## config.mk

```make
export PLATFORM = sky130hd
export DESIGN_NAME = fir_transposed_mac_param
export DESIGN_NICKNAME = d
export VERILOG_FILES = /design/src/rtl/fir_transposed_mac_param.sv
export SDC_FILE = /design/constraint.sdc
export NUM_CORES = 2
export LEC_CHECK = 0
export ABC_AREA = 1
export CAP_MARGIN = 20
export CORE_MARGIN = 2
export CORE_UTILIZATION = 55
export DETAILED_ROUTE_END_ITERATION = 10
export GPL_ROUTABILITY_DRIVEN = 0
export PLACE_DENSITY = 0.75
export SLEW_MARGIN = 5
export SYNTH_ARGS = -nofsm -noshare
export SYNTH_HDL_FRONTEND = slang
export SYNTH_SLANG_ARGS = --single-unit
```

## constraint.sdc

```tcl
create_clock -name iClk_12M -period 4.3 [get_ports iClk_12M]
set_clock_uncertainty 0.15 [all_clocks]
set_input_delay 0.645 -clock iClk_12M [delete_from_list [all_inputs] [get_ports iClk_12M]]
set_output_delay 0.645 -clock iClk_12M [all_outputs]
set_load 0.01 [all_outputs]
```

## src/rtl/fir_transposed_mac_param.sv

```systemverilog
// Purpose: parametrised transposed-form FIR MAC with coefficient bank, cascade in/out, output narrowing and run/flush FSM.
// Latency: one accepted strobe from iFirIn to first contribution at oMac; oCascade is the last chain register.
// Backpressure: none; every strobe in RUN/FLUSH is consumed, strobes in IDLE are dropped.
//
// Ports: iClk_12M/iRsn clock and async active-low reset; iEnSample_300k sample strobe;
//        iRun/iFlush/iClear control; iCoefWr/iCoefAddr/iCoefData coefficient write port;
//        iFirIn sample, iCascade upstream chain input; oMac/oValid narrowed output and update pulse;
//        oCascade full-width last stage; oBusy state != IDLE; oFlushDone end-of-flush pulse.
// Build option: define FIR_OUT_SAT_EN to saturate oMac instead of wrapping to OUT_W bits.
module fir_transposed_mac_param #(
    parameter int DATA_W    = 3,
    parameter int COEF_W    = 16,
    parameter int TAPS      = 10,
    parameter int ACC_W     = 24,
    parameter int OUT_W     = 16,
    parameter int OUT_SHIFT = 0
) (
    input  logic                       iClk_12M,
    input  logic                       iRsn,
    input  logic                       iEnSample_300k,
    input  logic                       iRun,
    input  logic                       iFlush,
    input  logic                       iClear,
    input  logic                       iCoefWr,
    input  logic [$clog2(TAPS)-1:0]    iCoefAddr,
    input  logic signed [COEF_W-1:0]   iCoefData,
    input  logic signed [DATA_W-1:0]   iFirIn,
    input  logic signed [ACC_W-1:0]    iCascade,
    output logic signed [OUT_W-1:0]    oMac,
    output logic                       oValid,
    output logic signed [ACC_W-1:0]    oCascade,
    output logic                       oBusy,
    output logic                       oFlushDone
);

    localparam int PW = DATA_W + COEF_W;
    localparam int CW = $clog2(TAPS);
    localparam logic [CW-1:0] FLUSH_LAST = CW'(TAPS - 1);

    typedef enum logic [1:0] {S_IDLE, S_RUN, S_FLUSH} state_t;

    state_t                    state;
    state_t                    state_nxt;
    logic [CW-1:0]             flush_cnt;
    logic signed [COEF_W-1:0]  coef [TAPS];
    logic signed [ACC_W-1:0]   acc  [TAPS];
    logic signed [ACC_W-1:0]   prod [TAPS];
    logic signed [DATA_W-1:0]  x_eff;
    logic signed [ACC_W-1:0]   casc_eff;
    logic signed [OUT_W-1:0]   mac_nxt;
    logic                      accept;
    logic                      flush_last;

    assign accept     = iEnSample_300k && (state != S_IDLE);
    assign flush_last = (flush_cnt == FLUSH_LAST);

    // During a drain the chain is fed zeros so it empties toward the output.
    assign x_eff    = (state == S_FLUSH) ? '0 : iFirIn;
    assign casc_eff = (state == S_FLUSH) ? '0 : iCascade;

    // Full-precision signed products, sign-extended into the accumulator width.
    for (genvar k = 0; k < TAPS; k++) begin : g_prod
        logic signed [PW-1:0] p;
        assign p = $signed({{COEF_W{x_eff[DATA_W-1]}}, x_eff})
                 * $signed({{DATA_W{coef[k][COEF_W-1]}}, coef[k]});
        assign prod[k] = {{(ACC_W-PW){p[PW-1]}}, p};
    end

`ifdef FIR_OUT_SAT_EN
    logic signed [ACC_W-1:0] shifted;
    always_comb begin
        shifted = acc[TAPS-1] >>> OUT_SHIFT;
        // In range when every bit from the output sign bit upward agrees.
        if ((&shifted[ACC_W-1:OUT_W-1]) || !(|shifted[ACC_W-1:OUT_W-1]))
            mac_nxt = shifted[OUT_W-1:0];
        else if (shifted[ACC_W-1])
            mac_nxt = {1'b1, {(OUT_W-1){1'b0}}};
        else
            mac_nxt = {1'b0, {(OUT_W-1){1'b1}}};
    end
`else
    assign mac_nxt = OUT_W'(acc[TAPS-1] >>> OUT_SHIFT);
`endif

    always_comb begin
        state_nxt = state;
        case (state)
            S_IDLE:  if (iRun) state_nxt = S_RUN;
            S_RUN: begin
                if (iFlush)     state_nxt = S_FLUSH;
                else if (!iRun) state_nxt = S_IDLE;
            end
            S_FLUSH: if (accept && flush_last) state_nxt = S_IDLE;
            default: state_nxt = S_IDLE;
        endcase
        if (iClear) state_nxt = S_IDLE;
    end

    // Coefficient bank: writes land after any coincident strobe has used the old value.
    always_ff @(posedge iClk_12M or negedge iRsn) begin
        if (!iRsn) begin
            for (int k = 0; k < TAPS; k++) coef[k] <= '0;
        end else if (iCoefWr && (32'(iCoefAddr) < TAPS)) begin
            coef[iCoefAddr] <= iCoefData;
        end
    end

    always_ff @(posedge iClk_12M or negedge iRsn) begin
        if (!iRsn) begin
            state      <= S_IDLE;
            flush_cnt  <= '0;
            oMac       <= '0;
            oValid     <= 1'b0;
            oFlushDone <= 1'b0;
            for (int k = 0; k < TAPS; k++) acc[k] <= '0;
        end else begin
            state      <= state_nxt;
            oValid     <= 1'b0;
            oFlushDone <= 1'b0;
            if (iClear) begin
                flush_cnt <= '0;
                oMac      <= '0;
                for (int k = 0; k < TAPS; k++) acc[k] <= '0;
            end else if (accept) begin
                acc[0] <= casc_eff + prod[0];
                for (int k = 1; k < TAPS; k++) acc[k] <= acc[k-1] + prod[k];
                oMac   <= mac_nxt;
                oValid <= 1'b1;
                if (state == S_FLUSH) begin
                    flush_cnt  <= flush_last ? '0 : flush_cnt + CW'(1);
                    oFlushDone <= flush_last;
                end
            end
        end
    end

    assign oCascade = acc[TAPS-1];
    assign oBusy    = (state != S_IDLE);

endmodule
```

==> summary.txt <==
Outcome: finished with violations
Failing checks: negative setup slack
# IOs: 97
FMAX: 226 MHz
Synth Cell Area: 44200 um2
Drt wl/cell: 17.0 um
Number of flops mapped to enable cells by yosys: 0
Tcrit/Tclk final: 103%
MaxCap Viol Count: 0
CTS tree: yes
Largest net degree at the start of global routing: 124
Clock Pin Slew Worst Setup and Hold Paths: 0.06 ns
YS warnings: 0
CP endpoint kind: register
CTS Buffer Depth: 3
First-pass GRT wire length: 199 mm
Clock Sinks: 424
Sequential area share after synthesis: 24.0%
Skew-Pair Late Insertion Delay: 0.65 ns
Slew Viols, Final: 0
Worst VDD drop: 0.382 mV
Rows: 103
Kind of cell adding the most delay to the critical path: adder cells
Syn nets: 6933
Worst Tran Pin Value: 1.04 ns
Total wire length: 131 mm
Post-route ant nets: 0
Worst Hold Endpoint: oCascade[19]
Synth top area share: 24.0%
Number of global-route vias before repair: 40300
Post-synth top area cell: dfrtp_1
# placed instances: 7571
Share of layout cells above drive strength 1: 19.6%
Hold Vio Cnt, Final: 0
Slowest stage cell, crit path: fa_1
DIE AREA: 82600 um2
Pwr Density: 582 nW/um2
Crit path time final: 4.42 ns
Final-stage net count: 7541
Worst-path maximum fanout: 7
Num CTS Buffers: 52
Area after DPL: 50000 um2
Final instance area: 56000 um2
RSZ-0062 raised after global routing: true
Antenna violations before repair: 9
Layout area overhead: 26.8%
Final Instance Count excl. Fillers: 7733
Fin worst setup slack: -0.116 ns
DRC Markers: 0
Post-Synthesis Cells: 6027
Overall power: 32.6 mW
GRT overflow: 0
Synth Register Bits: 424
Hold wc startpoint: oCascade[19]
FF-to-FF path depth: 23
Worst Hold Depth: 2
Total Routing Usage GR: 29.7%
Asr flop ratio synth: 100%
Required time worst endpoint: 4.74 ns
H-tree depth: 2
DR vias/cell: 5.40
HP Class: reg -> reg
Synth top area cells: dfrtp_1, fa_1, nand2_1
Ys flop type: dfrtp_1
Hold Slack: 0.323 ns
Die span in x: 287 um
Worst relative slew slack: 29.9%
Synth unique cells: 38
Die Y: 287 um
Commonest cells after routing, fill and taps aside: nand2_1, inv_1, nor2_1, buf_4, dfrtp_1
CP startpoint kind: register
Hpwl dp: 90.7 mm
Pre-Repair DR Iteration Count: 8
CP bufs+invs: 7
IO buf count: 96
Initial core utilization: 55.8%
Launch point of the worst reg-to-reg path: state[1]
Core ar.: 79300 um2
Iter 0 DRT Violations: 3355
Worst reg2reg endpoint: acc[42]
Worst Path Arrival: 4.85 ns
Commonest non-fill, non-tap cell in the layout: nand2_1
Synthesized area per cell: 7.33 um2
Root Buffer: clkbuf_16
P_leak: 30.3 nW
Via count: 41800
Max incr delay on CP: 0.54 ns
CP Cell Sequence: inv_2, nor2_4, clkinv_4, nand2_8, clkinv_8, buf_12, nand2_4, fa_1, fa_1, inv_1, fa_1, ha_2, inv_2, fa_2, inv_2, nand3_2, nand3_4, nand2_2, nand3_4, nand2_4, nand3b_1, nand3_2, nand2_2
R2R Setup Slk: -0.12 ns
Setup violators final: 7
Worst Setup Path Type: reg -> reg
==> worst reg2reg max path, cell delays in order, from the launching register on <==
cell and delay (ns):
dfrtp_1 0.38, inv_2 0.06, nor2_4 0.15, clkinv_4 0.15, nand2_8 0.13, clkinv_8 0.09, buf_12 0.15, nand2_4 0.05
fa_1 0.44, fa_1 0.54, inv_1 0.06, fa_1 0.49, ha_2 0.19, inv_2 0.05, fa_2 0.40, inv_2 0.08
nand3_2 0.08, nand3_4 0.10, nand2_2 0.09, nand3_4 0.11, nand2_4 0.07, nand3b_1 0.14, nand3_2 0.12, nand2_2 0.08
==> worst max path at each step <==
stage | from | end | depth (start not counted)
3_3_place_gp | iFirIn[1] | acc[117] | 20
2_1_floorplan | iFirIn[0] | acc[234] | 23
5_1_grt | state[1] | acc[138] | 24
4_1_cts | state[0] | acc[238] | 23
3_5_place_dp | iFirIn[1] | acc[117] | 20
6_report | state[1] | acc[42] | 23
==> logic make-up (layout without fill, tap and decap cells) <==
logic type      Yosys count  after routing  share of synthesized area (%)
other cells               0              5                              0
buf+inv                1112           1763                           10.2
compound gates          556            556                           6.76
xor+xnor                 37             37                          0.733
simple gates           3046           3046                           27.7
fa+ha+maj               852            852                           30.6
flops                   424            424                           24.0
==> per-layer routing <==
layer  global-route usage, %  vias to the layer above  share of wire (%)  wire (um)
li1                        -                    19900                  -          -
met4                    12.6                       10                4.9       6460
met2                    49.0                     1591                 47      61700
met5                       0                        -              0.055         72
met3                    4.58                      397                7.3       9550
met1                    38.9                    19900                 41      53500
==> power by group <==
group / leakage [nW] / switching (mW) / internal (mW) / total, mW
combinational: 23.8 / 12.1 / 10.5 / 22.6
sequential: 5.62 / 0.580 / 4.65 / 5.23
clock: 0.891 / 1.97 / 2.80 / 4.77
==> state kept, by name, indices dropped and copies added, names as in the netlist <==
signal      count
acc           216
coef          160
flush_cnt       4
oCascade       24
oFlushDone      1
oMac           16
oValid          1
state           2
==> metrics by stage <==
step / util [%] / worst slack, ns / TNS, ns
floorplan: - / 0.00925 / 0
global placement: 63.0 / -0.678 / -94.77
detailed placement: 63.0 / -0.732 / -106.29
CTS: 66.0 / -0.0220 / -0.0716
global route: 70.7 / -0.203 / -11.80
finish: 70.7 / -0.116 / -0.231
==> cell type report <==
cell class / count / area [um2]
diodes: 5 / 12.5
clock inverters: 32 / 440
fillers: 5752 / 23200
multi-input cells: 4491 / 32300
repair buffers: 726 / 6430
well taps: 1050 / 1310
clock buffers: 65 / 1390
inverters: 940 / 3570
flip-flops and latches: 424 / 10600
==> cells in the mapped netlist, drive strengths merged (28+ instances only) <==
cell type  count
fa           380
inv          940
nand3        277
a21oi        180
nor3          46
nor2         735
buf          134
o21ai        307
ha           472
nand3b        43
nand2       1870
clkbuf        38
o21bai        28
nand4         33
dfrtp        424
==> timing repair <==
action,in CTS,in global routing
pin swaps,19,129
cloned,4,11
hold buffers,1,0
setup buffers,7,35
setup endpoints to repair,171,180
gates resized for setup,102,626
hold endpoints to repair,86,0
(Power assumes the default switching activity.)
